File: src/rtl/cache_dfp_arbiter_if.sv
// Line-granular dfp port shared by the caches and the memory side:
// one outstanding read fill or write-back, completed by a single resp pulse.
interface cache_dfp_arbiter_if #(
    parameter int ADDR_W = 32,
    parameter int LINE_W = 256
);
    logic [ADDR_W-1:0] addr;
    logic              read;
    logic              write;
    logic [LINE_W-1:0] wdata;
    logic [LINE_W-1:0] rdata;
    logic              resp;

    // Requester side: a cache core or the arbiter facing memory.
    modport master (
        output addr, read, write, wdata,
        input  rdata, resp
    );

    // Responder side: the arbiter facing a cache or the memory adapter.
    modport slave (
        input  addr, read, write, wdata,
        output rdata, resp
    );
endinterface

File: src/rtl/cache_dfp_arbiter.sv
// Round-robin arbiter sharing one registered memory line port between the
// instruction cache and the data cache; responses route back to the owner.
module cache_dfp_arbiter #(
    parameter int ADDR_W = 32,
    parameter int LINE_W = 256
) (
    input  logic                 clk,
    input  logic                 rst_n,
    cache_dfp_arbiter_if.slave   icache,
    cache_dfp_arbiter_if.slave   dcache,
    cache_dfp_arbiter_if.master  mem
);

    typedef enum logic [1:0] {
        IDLE    = 2'd0,
        GRANT_I = 2'd1,
        GRANT_D = 2'd2
    } state_t;

    typedef enum logic {
        OWNER_I = 1'b0,
        OWNER_D = 1'b1
    } owner_t;

    localparam logic [ADDR_W-1:0] OFFSET_MASK = ADDR_W'(32'h1F);

    state_t            r_state;
    state_t            w_nextState;
    owner_t            r_lastGrant;

    logic              w_iPending;
    logic              w_dPending;
    logic              w_grantI;
    logic              w_grantD;

    logic [ADDR_W-1:0] w_selAddr;
    logic [LINE_W-1:0] w_selWdata;
    logic              w_selWrite;

    logic [ADDR_W-1:0] r_memAddr;
    logic [LINE_W-1:0] r_memWdata;
    logic              r_memRead;
    logic              r_memWrite;

    assign w_iPending = icache.read | icache.write;
    assign w_dPending = dcache.read | dcache.write;

    // Grants are only issued from IDLE, so every transaction is followed by
    // at least one IDLE cycle and contention is resolved against last grant.
    always_comb begin
        w_nextState = r_state;
        w_grantI    = 1'b0;
        w_grantD    = 1'b0;
        case (r_state)
            IDLE: begin
                if (w_iPending && w_dPending) begin
                    if (r_lastGrant == OWNER_D) begin
                        w_grantI = 1'b1;
                    end else begin
                        w_grantD = 1'b1;
                    end
                end else if (w_iPending) begin
                    w_grantI = 1'b1;
                end else if (w_dPending) begin
                    w_grantD = 1'b1;
                end

                if (w_grantI) begin
                    w_nextState = GRANT_I;
                end else if (w_grantD) begin
                    w_nextState = GRANT_D;
                end
            end
            GRANT_I, GRANT_D: begin
                if (mem.resp) begin
                    w_nextState = IDLE;
                end
            end
            default: begin
                w_nextState = IDLE;
            end
        endcase
    end

    assign w_selAddr  = w_grantD ? dcache.addr  : icache.addr;
    assign w_selWdata = w_grantD ? dcache.wdata : icache.wdata;
    assign w_selWrite = w_grantD ? dcache.write : icache.write;

    always_ff @(posedge clk or negedge rst_n) begin
        if (!rst_n) begin
            r_state     <= IDLE;
            r_lastGrant <= OWNER_D;
        end else begin
            r_state <= w_nextState;
            if (w_grantI) begin
                r_lastGrant <= OWNER_I;
            end else if (w_grantD) begin
                r_lastGrant <= OWNER_D;
            end
        end
    end

    // Memory outputs are purely registered; a write request wins over a
    // simultaneous read, and direction drops on the completing edge.
    always_ff @(posedge clk or negedge rst_n) begin
        if (!rst_n) begin
            r_memAddr  <= '0;
            r_memWdata <= '0;
            r_memRead  <= 1'b0;
            r_memWrite <= 1'b0;
        end else if (w_grantI || w_grantD) begin
            r_memAddr  <= w_selAddr & ~OFFSET_MASK;
            r_memWdata <= w_selWdata;
            r_memWrite <= w_selWrite;
            r_memRead  <= ~w_selWrite;
        end else if ((r_state != IDLE) && mem.resp) begin
            r_memRead  <= 1'b0;
            r_memWrite <= 1'b0;
        end
    end

    assign mem.addr  = r_memAddr;
    assign mem.wdata = r_memWdata;
    assign mem.read  = r_memRead;
    assign mem.write = r_memWrite;

    assign icache.rdata = mem.rdata;
    assign dcache.rdata = mem.rdata;
    assign icache.resp  = (r_state == GRANT_I) & mem.resp;
    assign dcache.resp  = (r_state == GRANT_D) & mem.resp;

endmodule

File: src/flat_wrapper.sv
// flat-port wrapper written by rule: the top's interface ports become plain ports
module cache_dfp_arbiter_flat 
#(
    parameter int ADDR_W = 32,
    parameter int LINE_W = 256
)
  (clk, rst_n, icache_addr, icache_read, icache_write, icache_wdata, icache_rdata, icache_resp, dcache_addr, dcache_read, dcache_write, dcache_wdata, dcache_rdata, dcache_resp, mem_addr, mem_read, mem_write, mem_wdata, mem_rdata, mem_resp);
  cache_dfp_arbiter_if #(.ADDR_W(ADDR_W), .LINE_W(LINE_W)) icache_i ();
  cache_dfp_arbiter_if #(.ADDR_W(ADDR_W), .LINE_W(LINE_W)) dcache_i ();
  cache_dfp_arbiter_if #(.ADDR_W(ADDR_W), .LINE_W(LINE_W)) mem_i ();
  input  logic clk;
  input  logic rst_n;
  input wire logic [$bits(icache_i.addr)-1:0] icache_addr;
  input wire logic [$bits(icache_i.read)-1:0] icache_read;
  input wire logic [$bits(icache_i.write)-1:0] icache_write;
  input wire logic [$bits(icache_i.wdata)-1:0] icache_wdata;
  output wire logic [$bits(icache_i.rdata)-1:0] icache_rdata;
  output wire logic [$bits(icache_i.resp)-1:0] icache_resp;
  input wire logic [$bits(dcache_i.addr)-1:0] dcache_addr;
  input wire logic [$bits(dcache_i.read)-1:0] dcache_read;
  input wire logic [$bits(dcache_i.write)-1:0] dcache_write;
  input wire logic [$bits(dcache_i.wdata)-1:0] dcache_wdata;
  output wire logic [$bits(dcache_i.rdata)-1:0] dcache_rdata;
  output wire logic [$bits(dcache_i.resp)-1:0] dcache_resp;
  output wire logic [$bits(mem_i.addr)-1:0] mem_addr;
  output wire logic [$bits(mem_i.read)-1:0] mem_read;
  output wire logic [$bits(mem_i.write)-1:0] mem_write;
  output wire logic [$bits(mem_i.wdata)-1:0] mem_wdata;
  input wire logic [$bits(mem_i.rdata)-1:0] mem_rdata;
  input wire logic [$bits(mem_i.resp)-1:0] mem_resp;
  assign icache_i.addr = icache_addr;
  assign icache_i.read = icache_read;
  assign icache_i.write = icache_write;
  assign icache_i.wdata = icache_wdata;
  assign icache_rdata = icache_i.rdata;
  assign icache_resp = icache_i.resp;
  assign dcache_i.addr = dcache_addr;
  assign dcache_i.read = dcache_read;
  assign dcache_i.write = dcache_write;
  assign dcache_i.wdata = dcache_wdata;
  assign dcache_rdata = dcache_i.rdata;
  assign dcache_resp = dcache_i.resp;
  assign mem_addr = mem_i.addr;
  assign mem_read = mem_i.read;
  assign mem_write = mem_i.write;
  assign mem_wdata = mem_i.wdata;
  assign mem_i.rdata = mem_rdata;
  assign mem_i.resp = mem_resp;
  cache_dfp_arbiter #(.ADDR_W(ADDR_W), .LINE_W(LINE_W)) u_core (.clk(clk), .rst_n(rst_n), .icache(icache_i), .dcache(dcache_i), .mem(mem_i));
endmodule
File: config.mk
export PLATFORM = sky130hd
export DESIGN_NAME = cache_dfp_arbiter_flat
export DESIGN_NICKNAME = d
export VERILOG_FILES = /design/src/rtl/cache_dfp_arbiter_if.sv /design/src/rtl/cache_dfp_arbiter.sv /design/src/flat_wrapper.sv
export SDC_FILE = /design/constraint.sdc
export NUM_CORES = 1
export LEC_CHECK = 0
export ABC_CLOCK_PERIOD_IN_PS = 1800
export CAP_MARGIN = 25
export CORE_AREA = 2 2 631 633
export CTS_BUF_LIST = sky130_fd_sc_hd__clkbuf_4
export DETAILED_ROUTE_END_ITERATION = 8
export DIE_AREA = 0 0 633 635
export PLACE_DENSITY = 0.3
export SLEW_MARGIN = 10
export SYNTH_ARGS = -nofsm -noshare
export SYNTH_HDL_FRONTEND = slang
export SYNTH_SLANG_ARGS = --single-unit
File: constraint.sdc
create_clock -name clk -period 1.8 [get_ports clk]
set_input_delay 0.54 -clock clk [delete_from_list [all_inputs] [get_ports clk]]
set_output_delay 0.54 -clock clk [all_outputs]
set_load 0.02 [all_outputs]
; ---- Word-level counts from Yosys, hierarchy flattened
; Index checks and enable logic that the tools add are counted.
[totals]
register_bits = 288
output_inout_bits = 804
wordCells = 47
[op_classes]
eq_ne = 4
muxes = 23
bitwise_logic = 5
n_reduce_logical = 9
[ops]
columns = operator, n
row1 = $mux W256, 1
row2 = $mux W32, 1
row3 = $mux W1, 17
row4 = $mux W2, 3
row5 = $reduce_bool A2 Y1, 3
row6 = $pmux W2 S2, 1
row7 = $ne A3 B3 Y1 const B, 1
row8 = $and A1 B1 Y1, 2
row9 = $eq A2 B1 Y1 const B, 1
row10 = $eq A2 B2 Y1 const B, 1
row11 = $logic_and A1 B1 Y1, 2
row12 = $logic_not A2 Y1, 1
row13 = $ne A2 B2 Y1 const B, 1
row14 = $or A1 B1 Y1, 2
row15 = $reduce_and A2 Y1, 1
row16 = $reduce_or A2 Y1, 1
row17 = $logic_or A1 B1 Y1, 1
row18 = $not A1 Y1, 1

; ---- Depth between registers and ports, before layout
; Gate-level depths: netlist (run 1).
[logic_depth]
ltp_word = 9
mapped_depth = 8
depth_no_buf = 5

; ---- Worst setup path after synthesis (run 1)
; Ideal clock, no wire load.
[synth_path]
path_type = input-to-reg
startpoint = input dcache_write
endpoint = register u_core.r_memAddr[25] (netlist: u_core.mem.addr[25])
setup_ps = 130
arrival_time_ps = 1534
path_slack_ps = 136
path_stages = 6
n_path_buf = 3
path_cell_list = o41a_1 -> buf_4 -> buf_2 -> buf_2 -> nor2_1 -> a31oi_1
[synth_via]
elab_chain_len = 7
[synth_rtl]
columns = item, line_no
row1 = start: declaration, flat_wrapper.sv:21  ; input wire logic [$bits(dcache_i.write)-1:0] dcache_write;
row2 = $or A1 B1 Y1 (*), cache_dfp_arbiter.sv:46  ; assign w_dPending = dcache.read | dcache.write;
row3 = $mux W1, cache_dfp_arbiter.sv:64  ; end else if (w_dPending) begin
row4 = $mux W1, cache_dfp_arbiter.sv:62  ; end else if (w_iPending) begin
row5 = $mux W1, cache_dfp_arbiter.sv:56  ; if (w_iPending && w_dPending) begin
row6 = $mux W1 (2 in a row), cache_dfp_arbiter.sv:54  ; case (r_state)
row7 = $mux W32 / $logic_or A1 B1 Y1 (equally long branches), "cache_dfp_arbiter.sv:85, cache_dfp_arbiter.sv:111"
row8 = end signal: assignment, cache_dfp_arbiter.sv:112  ; r_memAddr <= w_selAddr & ~OFFSET_MASK;
row9 = end: declaration, cache_dfp_arbiter.sv:40  ; logic [ADDR_W-1:0] r_memAddr;
; Every way passes the cells marked *; elsewhere a longest branch is shown, timed or not. The select of a mux whose other input is x is not followed.
; A chain may end at the register's enable or synchronous reset.

; ---- Worst setup path in the final report (run 1)
[layout_path]
startpoint = register u_core.r_state[0]
endpoint = output dcache_resp
[layout_via]
elab_chain_len = 2
[layout_rtl]
columns = item, line_no
row1 = start: declaration, cache_dfp_arbiter.sv:27  ; state_t r_state;
row2 = start signal: assignment, cache_dfp_arbiter.sv:94  ; r_state <= w_nextState;
row3 = $eq A2 B2 Y1, cache_dfp_arbiter.sv:130  ; assign dcache.resp = (r_state == GRANT_D) & mem.resp;
row4 = $and A1 B1 Y1, cache_dfp_arbiter.sv:130
row5 = end: declaration, flat_wrapper.sv:24  ; output wire logic [$bits(dcache_i.resp)-1:0] dcache_resp;
; No other way between the ends.

==> summary.txt, run 1 <==
Outcome
  – Outcome: complete, but fails checks
  – Violated checks: negative setup slack

Setup path
  – Top delay family on crit path: flip-flops
  – Reg2reg start: u_core.r_state[0]
  – CP max FO: 2
  – WP depth: 5
  – Critical Path Source: u_core.r_state[0]
  – WS Path Type: flip-flop to output pin
  – Setup crit end kind: output pin
  – CP Buf/Inv Count: 3
  – CP required: 1.26 ns
  – Setup slack, reg-to-reg: -0.27 ns
  – FF-to-FF End: u_core.mem.wdata[150]
  – CP Launch Type: flip-flop
  – Worst stage delay on the critical path: 0.38 ns
  – Cells along the critical path: inv_2 -> buf_6 -> ha_4 -> and2_4 -> buf_6
  – Cells on worst reg2reg path: 12
  – Worst Setup EP: dcache_resp
  – Crit path max-delay cell type: dfrtp_1
  – Arrival time at the worst endpoint: 2.06 ns
  – CP most frequent cell: buf_6

Route
  – Antenna Nets Post-Route: 0
  – WL met1: 71,700 um
  – DRC marker count from the first detailed-route iteration: 1,661
  – Met3 routed WL: 41,600 um
  – Initial DRT Pass Iterations: 5
  – DR vias/cell: 2.61
  – Met2 Wirelength: 127,000 um
  – Vias post-DR: 22.7k
  – DRC viols: 0
  – Highest routed layer: met5
  – WL final: 252,000 um
  – Routed wire length per instance: 29.0 um

Clock network
  – Max Root-Sink Buffers: 4
  – CTS Sinks: 288
  – H-tree depth: 3
  – CTS tree: yes
  – Clk pin slew, worst setup/hold paths: 0.06 ns
  – Root Buffer: clkbuf_4
  – Clk_lat worst skew: 1.23 ns
  – CTS Buf Count: 101

Global routing
  – Largest net degree at the start of global routing: 78
  – Initial antenna violation count: 46
  – GRT Total Usage: 0.113
  – Overflow after GRT: 0
  – First-pass GRT wire length: 288,000 um
  – Vias in the first global route: 22.4k

Logic synthesis
  – Synth warn: 0
  – Mapped Area: 0.0178 mm^2
  – Post-synth top area share: 0.403
  – Post-synthesis sequential area ratio: 0.405
  – Synth Register Bits: 288
  – Leading area contributor after synthesis: dfrtp_1
  – Synth Instances: 2,157
  – Synth top area cells: dfrtp_1 (40%), buf_4 (22%), a31oi_1 (9.9%)
  – Count of distinct cell types in the synthesized netlist: 27
  – Syn avg cell area: 8.26 um^2

Timing
  – Final Slew Violations: 0
  – RSZ-0062 raised after global routing: yes
  – Worst relative slew slack: 0.584
  – Fin. Hold Viols: 0
  – Slew at the pin closest to its max-slew limit: 0.623 ns
  – Max Clk Rate: 0.385 GHz
  – Fin crit share: 1.44
  – Clock skew: 0.114 ns
  – Finish-stage setup viols: 559
  – Worst Slack Setup Final: -0.800 ns
  – Post-layout min period: 2.60 ns

Placement
  – GP Congestion: 0.831
  – Input/output buffers: 859
  – Pre-CTS setup slack: -0.889 ns
  – Post-DP HPWL: 205,000 um
  – Dpl cell area: 0.0311 mm^2

Finish
  – Share of cells above drive strength 1: 0.291
  – Commonest non-fill, non-tap cell in the layout: clkdlybuf4s50_1
  – # nets final: 4,221
  – Area grow syn2layout: 140%
  – Fin area: 0.0427 mm^2
  – Commonest cells after routing, fill and taps aside: clkdlybuf4s50_1 (571), dlygate4sd3_1 (560), nor2_1 (285), nand3_1 (275), a31oi_1 (272)

Power
  – Leak: 15.3 nW
  – Power per standard cell area: 1710 mW/mm^2
  – Peak supply drop: 0.703 mV

Die
  – DIE HEIGHT: 635 um
  – Row count: 231
  – Core ar.: 0.395 mm^2
  – Initial core utilization: 0.0451
  – Die area: 0.402 mm^2
  – # IOs: 1,643
  – Die Width: 633 um

Flow run
  – Max-cap violations: 0

Worst hold path
  – Worst min path class: input pin to flip-flop
[cells by family (layout without fill, tap and decap cells)]
| logic type | count (synthesis) | in the layout | share of synthesized area |
|---|---|---|---|
| AND/OR/NAND/NOR | 577 | 577 | 0.142 |
| buffers and inverters | 706 | 1983 | 0.266 |
| AO/OA/AOI/OAI | 582 | 582 | 0.185 |
| adder cells (fa/ha/maj) | 3 | 3 | 0.00211 |
| flip-flops | 288 | 288 | 0.405 |
| other | 1 | 28 | 0.000211 |
[timing repair]
item | CTS | global route
resized for setup | 1054 | 297
hold buffers | 561 | 0
pin swaps | 2 | 67
buffers inserted | 89 | 100
endpoints found under the setup margin | 519 | 563
hold endpoints to repair | 571 | 0
gates cloned | 7 | 75
[how the worst min path moves through the flow]
stage	to	start	depth (start not counted)	slack, ns
CTS	u_core.mem.wdata[6]	dcache_wdata[6]	3	0.00001
global placement	u_core.mem.wdata[42]	u_core.mem.wdata[42]	2	0.53
finish	u_core.mem.wdata[150]	icache_wdata[150]	3	0.25
global route	u_core.mem.wdata[6]	dcache_wdata[6]	3	0.1
detailed placement	u_core.mem.wdata[122]	u_core.mem.wdata[122]	2	0.54
floorplan	u_core.mem.addr[10]	rst_n	0	0.24
[sequential cells by signal (all words and copies together) (netlist names)]
signal / cells
u_core.r_state: 2
u_core.r_lastGrant: 1
u_core.mem.addr: 27
u_core.mem.wdata: 256
u_core.mem.write: 1
u_core.mem.read: 1
[synthesized netlist by cell type, drive strengths merged]
cell type,instances
nand2b,2
nor2b,1
o41a,1
a31oi,283
inv,2
buf,611
nand2,3
nor2,286
conb,1
a21oi,4
o32ai,2
o21ai,287
clkbuf,93
ha,3
dfrtp,287
o21a,3
a21o,1
nand3,283
and2,2
o2bb2ai,1
dfstp,1
[area by class of cell]
cell class                      count  area, um^2
Antenna cell                       23        57.6
Fill cell                       45600      352000
Tap cell                         5242        6560
Sequential cell                   288        7310
Clock inverter                     19        83.8
Multi-Input combinational cell   1167        6390
Clock buffer                      143        1070
Inverter                            2        7.51
Timing Repair Buffer             1819       21200
[power breakdown]
| part | total [mW] | internal [mW] | switching [mW] | leakage, nW |
|---|---|---|---|---|
| clock network | 7.50 | 3.59 | 3.91 | 0.699 |
| registers | 14.8 | 10.1 | 4.64 | 3.18 |
| logic | 50.7 | 24.6 | 26.1 | 11.4 |
| total | 72.9 | 38.3 | 34.6 | 15.3 |
[layer usage]
layer	track usage	vias up
li1	-	9581
met4	0.0484	19
met2	0.203	1700
met1	0.0877	11000
met5	0.0127	-
met3	0.0894	409
[worst reg2reg max path, delay by kind of cell, from the launching register on]
kind                     cells  cell delay, ns
buffers and inverters        8            1.00
AO/OA/AOI/OAI                3            0.31
flip-flops                   1            0.40
adder cells (fa/ha/maj)      1            0.16
[through the flow]
stage          cells  power (mW)  hold WS, ns  setup TNS [ns]    util
5_1_grt         8697        77.3       0.0997         -241.47   0.108
2_1_floorplan   2161        27.6        0.244               0       -
4_1_cts         8513        64.6    0.0000149         -251.89  0.0994
3_3_place_gp    7694        51.7        0.534         -196.32  0.0787
6_report        8703        72.9        0.254         -164.30   0.108
3_5_place_dp    7694        51.7        0.541         -198.26  0.0787
(Power assumes the default switching activity.)
==> run 2, diff against run 1 <==
--- a/config.mk
+++ b/config.mk
@@ -6,7 +6,6 @@
 export NUM_CORES = 1
 export LEC_CHECK = 0
 export ABC_CLOCK_PERIOD_IN_PS = 1800
-export CAP_MARGIN = 25
 export CORE_AREA = 2 2 631 633
 export CTS_BUF_LIST = sky130_fd_sc_hd__clkbuf_4
 export DETAILED_ROUTE_END_ITERATION = 8
==> results of run 2 <==
The final DEF is identical to that of run 1; final timing and power are the same.
